File: src/rtl/vga_fetch_pkg.sv
// Shared definitions for the frame-buffer fetch scheduler.
//   fetch_state_e  : request FSM states (idle, request on bus, draining a stale request)
//   *_DEF          : default geometry of the 640x480 monochrome frame buffer
//   word_byte()    : pick one byte out of a 32-bit frame-buffer word
package vga_fetch_pkg;

    typedef enum logic [1:0] {
        ST_IDLE  = 2'd0,
        ST_REQ   = 2'd1,
        ST_DRAIN = 2'd2
    } fetch_state_e;

    localparam int C_ADDR_BITS_DEF   = 30;
    localparam int C_FIFO_LOG2_DEF   = 4;
    localparam int C_FRAME_WORDS_DEF = 9600;   // 640*480 pixels / 8 per byte / 4 per word
    localparam int BYTES_PER_WORD    = 4;

    function automatic logic [7:0] word_byte(input logic [31:0] w, input logic [1:0] sel);
        return w[{sel, 3'b000} +: 8];
    endfunction

endpackage

File: src/rtl/vga_fetch_fifo.sv
// Synchronous word FIFO between the memory bus and the byte unpacker.
//   clk_i, reset_i : clock, synchronous active-high reset
//   flush_i        : empty the FIFO (frame restart)
//   push_i/wdata_i : write one word (caller guarantees not full)
//   pop_i          : drop the head word (caller guarantees not empty)
//   head_o, next_o : head word and the word behind it (lets the caller look one pop ahead)
//   count_o        : words held, empty_o : count_o == 0
module vga_fetch_fifo
    import vga_fetch_pkg::*;
#(
    parameter int C_fifo_log2 = C_FIFO_LOG2_DEF
) (
    input  logic                   clk_i,
    input  logic                   reset_i,
    input  logic                   flush_i,
    input  logic                   push_i,
    input  logic                   pop_i,
    input  logic [31:0]            wdata_i,
    output logic [31:0]            head_o,
    output logic [31:0]            next_o,
    output logic [C_fifo_log2:0]   count_o,
    output logic                   empty_o
);
    localparam int DEPTH = 1 << C_fifo_log2;

    logic [31:0]            mem_q [DEPTH];
    logic [C_fifo_log2-1:0] wptr_q, rptr_q, rptr_nx;
    logic [C_fifo_log2:0]   count_q;

    always_ff @(posedge clk_i) begin
        if (reset_i || flush_i) begin
            wptr_q  <= '0;
            rptr_q  <= '0;
            count_q <= '0;
        end else begin
            if (push_i) wptr_q <= wptr_q + 1'b1;
            if (pop_i)  rptr_q <= rptr_q + 1'b1;
            case ({push_i, pop_i})
                2'b10:   count_q <= count_q + 1'b1;
                2'b01:   count_q <= count_q - 1'b1;
                default: ;
            endcase
        end
    end

    // Storage carries no reset: contents are only visible through count_q.
    always_ff @(posedge clk_i) begin
        if (push_i) mem_q[wptr_q] <= wdata_i;
    end

    assign rptr_nx = rptr_q + 1'b1;
    assign head_o  = mem_q[rptr_q];
    assign next_o  = mem_q[rptr_nx];
    assign count_o = count_q;
    assign empty_o = (count_q == '0);

endmodule

File: src/rtl/vga_fetch_ctrl.sv
// Frame-buffer fetch scheduler: reads 32-bit words over the CPU-clock bus,
// buffers them and hands the display one byte per rd pulse. Restarts on vsync.
//   clk_i, reset_i   : clock, synchronous active-high reset
//   enable_i         : allow new memory requests
//   base_addr_i      : frame-buffer word address, taken at frame restart
//   mem_strobe_o     : request valid (held until mem_ack_i)
//   mem_addr_o       : word address of the request
//   mem_ack_i        : one-cycle acknowledge, mem_data_i valid with it
//   rd_i             : display consumed the current byte
//   vsync_n_i        : asynchronous active-low vsync from the pixel domain
//   disp_data_o      : current byte for the display (registered)
//   underrun_o       : sticky, rd seen with FIFO empty; cleared at frame restart
module vga_fetch_ctrl
    import vga_fetch_pkg::*;
#(
    parameter int C_addr_bits   = C_ADDR_BITS_DEF,
    parameter int C_fifo_log2   = C_FIFO_LOG2_DEF,
    parameter int C_frame_words = C_FRAME_WORDS_DEF
) (
    input  logic                   clk_i,
    input  logic                   reset_i,
    input  logic                   enable_i,
    input  logic [C_addr_bits-1:0] base_addr_i,
    output logic                   mem_strobe_o,
    output logic [C_addr_bits-1:0] mem_addr_o,
    input  logic                   mem_ack_i,
    input  logic [31:0]            mem_data_i,
    input  logic                   rd_i,
    input  logic                   vsync_n_i,
    output logic [7:0]             disp_data_o,
    output logic                   underrun_o
);
    localparam int                   CW          = $clog2(C_frame_words + 1);
    localparam logic [CW-1:0]        FRAME_WORDS = CW'(C_frame_words);
    localparam logic [C_fifo_log2:0] FIFO_DEPTH  = {1'b1, {C_fifo_log2{1'b0}}};
    localparam logic [C_fifo_log2:0] CNT_ONE     = {{C_fifo_log2{1'b0}}, 1'b1};
    localparam logic [1:0]           LAST_SEL    = 2'(BYTES_PER_WORD - 1);

    fetch_state_e           state_q, state_d;
    logic [C_addr_bits-1:0] addr_q, addr_d, base_q, base_d;
    logic [CW-1:0]          cnt_q, cnt_d;
    logic [1:0]             sel_q, sel_d;
    logic [7:0]             disp_q, disp_d;
    logic                   und_q, und_d;
    logic [2:0]             vs_q;          // [1:0] synchroniser, [2] edge history

    logic                   frame_start, push, pop, empty_n;
    logic [31:0]            head, nxt, head_n;
    logic [C_fifo_log2:0]   fifo_count;
    logic                   fifo_empty;

    assign frame_start = vs_q[2] & ~vs_q[1];
    // A restart discards anything that completes in the same cycle.
    assign push = (state_q == ST_REQ) && mem_ack_i && !frame_start;
    assign pop  = rd_i && !frame_start && !fifo_empty && (sel_q == LAST_SEL);

    vga_fetch_fifo #(.C_fifo_log2(C_fifo_log2)) u_fifo (
        .clk_i   (clk_i),
        .reset_i (reset_i),
        .flush_i (frame_start),
        .push_i  (push),
        .pop_i   (pop),
        .wdata_i (mem_data_i),
        .head_o  (head),
        .next_o  (nxt),
        .count_o (fifo_count),
        .empty_o (fifo_empty)
    );

    always_comb begin
        state_d = state_q;
        addr_d  = addr_q;
        base_d  = base_q;
        cnt_d   = cnt_q;
        sel_d   = sel_q;
        und_d   = und_q;
        disp_d  = 8'h00;
        head_n  = head;
        empty_n = 1'b1;

        case (state_q)
            ST_IDLE: begin
                // At most one request in flight, so a free slot now stays free.
                if (!frame_start && enable_i && cnt_q < FRAME_WORDS && fifo_count < FIFO_DEPTH)
                    state_d = ST_REQ;
            end
            ST_REQ: begin
                if (mem_ack_i) begin
                    state_d = ST_IDLE;
                    addr_d  = addr_q + 1'b1;
                end else if (frame_start) begin
                    state_d = ST_DRAIN;
                end
            end
            ST_DRAIN: begin
                if (mem_ack_i) begin
                    state_d = ST_IDLE;
                    addr_d  = base_q;
                end
            end
            default: state_d = ST_IDLE;
        endcase

        if (push) cnt_d = cnt_q + 1'b1;

        if (frame_start) begin
            base_d = base_addr_i;
            cnt_d  = '0;
            sel_d  = '0;
            und_d  = 1'b0;
            // The bus address may only move when nothing is outstanding or the
            // outstanding request completes now; otherwise DRAIN reloads base_q.
            if (state_q == ST_IDLE || mem_ack_i) addr_d = base_addr_i;
        end else begin
            if (rd_i) begin
                if (fifo_empty) und_d = 1'b1;
                else            sel_d = sel_q + 1'b1;
            end
            // disp_data shows the byte the FIFO head will present after this edge.
            if (fifo_empty)
                head_n = mem_data_i;
            else if (pop)
                head_n = (fifo_count == CNT_ONE) ? mem_data_i : nxt;
            empty_n = (fifo_empty || (pop && fifo_count == CNT_ONE)) && !push;
            disp_d  = empty_n ? 8'h00 : word_byte(head_n, sel_d);
        end
    end

    always_ff @(posedge clk_i) begin
        if (reset_i) begin
            state_q <= ST_IDLE;
            addr_q  <= '0;
            base_q  <= '0;
            cnt_q   <= '0;
            sel_q   <= '0;
            disp_q  <= 8'h00;
            und_q   <= 1'b0;
            vs_q    <= '1;
        end else begin
            state_q <= state_d;
            addr_q  <= addr_d;
            base_q  <= base_d;
            cnt_q   <= cnt_d;
            sel_q   <= sel_d;
            disp_q  <= disp_d;
            und_q   <= und_d;
            vs_q    <= {vs_q[1:0], vsync_n_i};
        end
    end

    assign mem_strobe_o = (state_q != ST_IDLE);
    assign mem_addr_o   = addr_q;
    assign disp_data_o  = disp_q;
    assign underrun_o   = und_q;

endmodule

File: config.mk
export PLATFORM = sky130hd
export DESIGN_NAME = vga_fetch_ctrl
export DESIGN_NICKNAME = d
export VERILOG_FILES = /design/src/rtl/vga_fetch_pkg.sv /design/src/rtl/vga_fetch_fifo.sv /design/src/rtl/vga_fetch_ctrl.sv
export SDC_FILE = /design/constraint.sdc
export NUM_CORES = 1
export LEC_CHECK = 0
export BUFFER_PORTS_ARGS = -buffer_cell sky130_fd_sc_hd__buf_2
export CELL_PAD_IN_SITES_DETAIL_PLACEMENT = 2
export CELL_PAD_IN_SITES_GLOBAL_PLACEMENT = 2
export CORE_ASPECT_RATIO = 0.75
export CORE_UTILIZATION = 40
export CTS_CLUSTER_SIZE = 40
export DETAILED_ROUTE_END_ITERATION = 10
export GPL_TIMING_DRIVEN = 0
export PLACE_DENSITY_LB_ADDON = 0.1
export RECOVER_POWER = 25
export SYNTH_ARGS = -nofsm -noshare
export SYNTH_HDL_FRONTEND = slang
export SYNTH_HIERARCHICAL = 1
export SYNTH_SLANG_ARGS = --single-unit
File: constraint.sdc
create_clock -name clk_i -period 3.9 [get_ports clk_i]
set_clock_uncertainty 0.1 [all_clocks]
set_input_delay 0.585 -clock clk_i [delete_from_list [all_inputs] [get_ports clk_i]]
set_output_delay 0.585 -clock clk_i [all_outputs]
set_load 0.01 [all_outputs]
==> results.cfg, run 1 <==
[status]
outcome = finished clean

[yosys]
synth_area_leaders = edfxtp_1 52%, mux4_2 24%, dfxtp_1 7.2%, nand2_1 1.6%, nor2_1 1.1%
ys_warn_count = 6
ys_top_cells_by_count = 512 x edfxtp_1, 311 x mux4_2, 125 x nand2_1
synth-edff-count = 512
yosysTopAreaCellShare_pct = 51.88
synth_cell_types = 67
synth_flop_cell = edfxtp_1
ys_seq_elements = 619
yosysMostFrequentCell = edfxtp_1
synth_fp_nets = 1861
synth_cells = 1778
async_flop_share_pct = 0
synth_area_per_cell_um2 = 16.67
ys_seq_area_share_pct = 59.10
syn_area_mm2 = 0.02964
synth_largest_area_cell = edfxtp_1

[detailed_routing]
avgViaCountPerCell = 6.564
drtAntennaViolNets = 0
drt-total-wl_mm = 107.8
drtIter0Drc = 2142
firstDrtPassIters = 5
wire_per_inst_um = 36.04
vias = 19640
drc = 0

[clock_network]
cts_buffers = 68
cts-root-buf = clkbuf_16
tritoncts = yes
h-tree-depth = 3
worstSkewPairLatency_ns = 0.62
path_clk_slew_ns = 0.06
hold_buffers = 0
clk_path_buf_depth = 3
clock_sinks = 619

[floorplanning]
ios = 108
die_w_um = 316.3
core_area_mm2 = 0.07339
fp.dieH_um = 237.7
design.die.area_mm2 = 0.07520
rows = 86
start_util_pct = 40.39

[power_and_ir_drop]
vdd_drop_max_mv = 0.2953
leakagePower_uw = 0.01069
p_seq_share_pct = 50.3
swShare_pct = 22.63
p_switching_uw = 3280
p_int_uw = 11210
p_comb_share_pct = 4.9
clock_power_share_pct = 44.8
powerDensity_mw_per_mm2 = 426.0

[sta]
finalSetupViolCount = 0
tightest_slew_ns = 1.455
hold_viol_final = 0
rsz0062_at_grt = true
max_freq_mhz = 266.8
maxSlewViolCount = 0
hold_ws_ns = 0.08507
max_slew_margin_pct = 1.652
final.period_utilization_pct = 96.11
fin_crit_ns = 3.748

[placed_design]
place_congestion = 0.8987
numPortBuffers = 107
dpl.hpwl_mm = 73.78
dp_cells = 2869

[finish]
final_core_util_pct = 46.36
stdcell_count = 2992
layout-area-overhead-vs-synth_pct = 14.78
diodes = 0
multiInputGateArea_mm2 = 0.01139
fin_nets = 2056
n_fill_cell = 6822
drive_gt1_share_pct = 32.46
regArea_mm2 = 0.01752

[worst_setup_path]
rrSetupSlack_ns = 0.15
regToRegStartpoint = u_fifo/rptr_q[1]
cp_slowest_cell = clkbuf_2
path_buf_inv = 2
worstSetupPathType = flip-flop to flip-flop
crit_family = buffers and inverters
crit_start = u_fifo/rptr_q[1]
cp.required_ns = 4.27
max_stage_delay_ns = 0.61
cp_data_arrival_time_ns = 4.12
path_cells = ha_1, clkbuf_1, clkbuf_2, mux4_2, mux4_2, o22ai_1, o22a_1, o221ai_1
r2r_cells = 8
r2r-end = disp_data_o[5]
critPathCaptureType = flip-flop
cp_max_fo = 10
start_kind = flip-flop
critPathMostFrequentCell = mux4_2

[grt]
overflow = 0
grt_pass1_wl_mm = 152.9
grt.total_usage_pct = 29.15
grt_start_max_net_pins = 21
grt_pass1_vias = 20470
antenna_found_initial = 2

[hold_path]
hold_class = input port to flip-flop
hp-start = vsync_n_i
hold_path_depth = 2
hold_path_end = vs_q[0]

[job]
maxCapViolCount = 0
[layer usage]
layer	up-vias	track usage, %	part of all wire (%)
met5	-	0	0.011
met4	2	6.891	2.3
met3	192	9.108	10
met2	1020	42.59	44
met1	10660	42.50	43
li1	7760	-	-
[power groups by stage]
stage / Combinational (uW) / Clock, uW / Sequential (uW)
floorplan: 320 / 0 / 7420
global placement: 661 / 0 / 7430
detailed placement: 694 / 0 / 7430
CTS: 700 / 6610 / 7290
global route: 753 / 6820 / 7300
finish: 705 / 6490 / 7290
[worst register-to-register path, cell delays in order, from the launching register on]
cell and delay (ns):
dfxtp_1 0.35, ha_1 0.33, clkbuf_1 0.53, clkbuf_2 0.61, mux4_2 0.43, mux4_2 0.49, o22ai_1 0.27, o22a_1 0.34
o221ai_1 0.16
[through the flow]
stage	setup TNS [ns]	setup slack (ns)	area, um^2	power, uW
2_1_floorplan	0	0.7052	29640	7744
3_3_place_gp	-469.43	-1.181	31380	8088
3_5_place_dp	-7.411	-0.4065	31770	8125
4_1_cts	-0.06415	-0.06415	33990	14600
5_1_grt	-0.05089	-0.05089	34020	14870
6_report	0	0.1516	34020	14490
[state kept, by name, indices dropped and copies added, names as in the netlist, named ones only]
name,flops
mem_addr_o,30
base_q,30
sel_q,2
disp_data_o,8
u_fifo/wptr_q,4
u_fifo/mem_q,512
u_fifo/count_o,5
underrun_o,1
state_q,2
vs_q,3
u_fifo/rptr_q,4
cnt_q,14
[worst max-delay path by stage]
stage,end,slack (ns),cells past startpoint
after floorplan,u_fifo/count_o[4],0.71,15
after global placement,u_fifo/mem_q[8][11],-1.18,8
after detailed placement,disp_data_o[7],-0.41,9
after CTS,disp_data_o[7],-0.06,8
after global routing,u_fifo/count_o[4],-0.05,15
final,disp_data_o[5],0.15,8
[final cells by class]
type	instances	area share (%)
Multi-Input combinational cell	998	33.49
Clock inverter	33	0.9268
Timing Repair Buffer	125	2.619
Sequential cell	619	51.49
Clock buffer	88	5.499
Tap cell	968	3.560
Inverter	22	0.2427
Buffer	139	2.174
[cells by family after synthesis]
kind of cell	count (synthesis)	synth area share [%]
simple gates	380	6.252
xor+xnor	38	1.148
buf+inv	161	2.626
fa+ha+maj	15	0.6333
compound gates	226	5.113
mux	339	25.12
flops	619	59.10
[cells in the final DEF, fill, tap and decap left out, types with 12 or more instances in the layout]
| cell | netlist | routed |
|---|---|---|
| dfxtp_1 | 107 | 107 |
| mux2_2 | 12 | 12 |
| clkbuf_2 | 0 | 24 |
| nand2b_1 | 12 | 12 |
| a221oi_1 | 21 | 21 |
| edfxtp_1 | 512 | 512 |
| clkinv_1 | 0 | 13 |
| nor3_1 | 31 | 31 |
| o22ai_1 | 16 | 16 |
| nor4_1 | 18 | 17 |
| nand2_1 | 125 | 125 |
| o21ai_0 | 59 | 59 |
| clkbuf_16 | 0 | 71 |
| o22a_1 | 15 | 15 |
| a31o_2 | 14 | 14 |
| nor2_1 | 89 | 87 |
| clkbuf_1 | 69 | 82 |
| xor2_1 | 28 | 28 |
| ha_1 | 15 | 15 |
| buf_2 | 45 | 132 |
| and2_2 | 0 | 16 |
| a21oi_1 | 43 | 43 |
| nand3_1 | 40 | 40 |
| inv_1 | 22 | 22 |
| mux4_2 | 311 | 311 |
[timing repair]
item,4_1_cts,5_1_grt
buffers inserted,0,2
setup endpoints to repair,10,6
gates resized for setup,16,36
pin swaps,0,1
gates cloned,0,0
Note: power is estimated with default switching activity, not from simulation.
==> inputs of run 2 (changes only) <==
ABC_AREA = 1   (was not set)
CORE_UTILIZATION = 39   (was 40)
REMOVE_ABC_BUFFERS = 1   (was not set)
==> results.cfg, run 2 <==
[status]
outcome = finished clean

[grt]
grt_pass1_vias = 31110
grt_start_max_net_pins = 101
overflow = 0
grt_pass1_wl_mm = 194.9
antenna_found_initial = 8
grt.total_usage_pct = 30.93

[finish]
n_fill_cell = 8646
final_core_util_pct = 45.68
layout-area-overhead-vs-synth_pct = 15.37
largest_reg_flops = 512
final_common_cell = nand2_1
multiInputGateArea_mm2 = 0.01219
fin_nets = 3807
final_cell_mix = 690 x nand2_1, 512 x edfxtp_1, 465 x o21ai_0
regArea_mm2 = 0.01754
stdcell_count = 4843
largest_register = u_fifo/mem_q
drive_gt1_share_pct = 9.019

[placed_design]
place_congestion = 0.8219
dpl_worst_slack_ns = -0.7138
dpl.hpwl_mm = 80.40
dp_cells = 4698
numPortBuffers = 107

[sta]
hold_viol_final = 0
tightest_slew_ns = 1.034
layout_setup_ws_ns = 0.09225
rsz0062_at_grt = false
maxSlewViolCount = 0
finalSetupViolCount = 0
max_freq_mhz = 262.6
hold_ws_ns = 0.03350
fin_crit_ns = 3.808
max_slew_margin_pct = 30.81
final.period_utilization_pct = 97.63

[yosys]
synth_cells = 3729
yosysTopAreaCellShare_pct = 48.10
synth_cell_types = 45
syn_area_mm2 = 0.03197
ys_warn_count = 6
ys_top_cells_by_count = 691 x nand2_1, 512 x edfxtp_1, 467 x o21ai_0
yosysMostFrequentCell = nand2_1
async_flop_share_pct = 0
synth_area_leaders = edfxtp_1 48%, nand2_1 8.1%, o21ai_0 7.3%, dfxtp_1 6.7%, nand3_1 6.3%
ys_seq_elements = 619
ys_seq_area_share_pct = 54.80
synth_flop_cell = edfxtp_1
synth_largest_area_cell = edfxtp_1
synth_area_per_cell_um2 = 8.573
synth-edff-count = 512

[floorplanning]
core_area_mm2 = 0.08074
die_w_um = 332.6
rows = 90
design.die.area_mm2 = 0.08313
start_util_pct = 39.59
ios = 108
fp.dieH_um = 249.9

[job]
maxCapViolCount = 0

[detailed_routing]
wire_per_inst_um = 27.15
avgViaCountPerCell = 5.947
drtIter0Drc = 1925
drt-total-wl_mm = 131.5
vias = 28800
drc = 0
drtAntennaViolNets = 0
firstDrtPassIters = 5

[worst_setup_path]
path_buf_inv = 3
cp_data_arrival_time_ns = 4.16
max_stage_delay_ns = 0.61
critPathCaptureType = flip-flop
critPathMostFrequentCell = nand3_1
path_cells = inv_1, nand2_1, nor4_4, inv_4, nand2_4, nor2_4, nand2_2, buf_12, o21ai_2, nand3_1, nand3_1, a21oi_1
start_kind = flip-flop
cp.required_ns = 4.25
cp_slowest_cell = nor2_4
crit_family = simple AND/OR/NAND/NOR gates
cp_max_fo = 21
worstSetupPathType = flip-flop to flip-flop

[clock_network]
clock_sinks = 619
path_clk_slew_ns = 0.06
cts_buffers = 70
tritoncts = yes
cts-root-buf = clkbuf_16
h-tree-depth = 3
worstSkewPairLatency_ns = 0.64
clk_path_buf_depth = 3

[power_and_ir_drop]
powerDensity_mw_per_mm2 = 450.7
vdd_drop_max_mv = 0.3474
leakagePower_uw = 0.01313

[hold_path]
hold_class = input port to flip-flop
==> run 2: cell types whose count changed after synthesis, sizes merged, moves of 138 or more <==
cell,previous run,this run
nand2,125,700
o21ai,60,533
nand3,40,404
inv,22,362
mux4,320,0
a21oi,43,352
nor2,89,288
o211ai,1,139
==> run 2: report_power, final <==
group          leakage (uW)  internal (uW)  switching, uW  total [uW]
sequential          0.00548           7340            189        7530
combinational       0.00655            621           1860        2480
clock               0.00110           3770           2840        6610
==> run 2: routing by layer <==
layer / track usage (%) / up-vias / wire, um
li1: - / 12850 / -
met1: 40.19 / 14860 / 56180
met2: 52.91 / 800 / 64120
met3: 4.281 / 293 / 6742
met4: 10.24 / 2 / 4431
met5: 0 / - / 9
==> run 2: logic make-up after synthesis <==
| group | Yosys count | synth area share [%] |
|---|---|---|
| AO/OA/AOI/OAI | 1036 | 17.42 |
| XOR/XNOR | 13 | 0.4032 |
| adder cells (fa/ha/maj) | 15 | 0.5871 |
| buffers and inverters | 621 | 7.777 |
| flip-flops | 619 | 54.80 |
| AND/OR/NAND/NOR | 1425 | 19.01 |
==> run 2: final timing paths <==
path / start / to / slack (ns) / cells after the start
setup / recovery: u_fifo/count_o[2] / disp_data_o[4] / 0.09 / 12
hold / removal: vsync_n_i / vs_q[0] / 0.03 / 2
setup reg to reg: u_fifo/count_o[2] / disp_data_o[4] / 0.09 / 12
hold reg to reg: vs_q[0] / vs_q[1] / 0.35 / 1
==> run 2: stage by stage <==
step	instance area, um^2	setup TNS (ns)	total power, uW
after global routing	36870	0	17150
after floorplan	30840	-121.31	8811
after CTS	36790	0	16680
final	36880	0	16620
after global placement	32700	-1679.20	9861
after detailed placement	34370	-22.79	10040
==> run 2: repair_timing <==
action | in CTS | in global routing
cloned | 2 | 2
buffers inserted | 5 | 2
hold buffers | 0 | 0
pin swaps | 1 | 1
endpoints found under the setup margin | 224 | 5
resized for setup | 10 | 3
==> run 2: area by class of cell <==
class	instances	share of cell area [%]
Timing Repair Buffer	182	6.019
Clock buffer	106	5.547
Sequential cell	619	47.55
Inverter	362	3.746
Tap cell	1058	3.589
Clock inverter	23	0.4818
Antenna cell	4	0.02714
Multi-Input combinational cell	2489	33.04
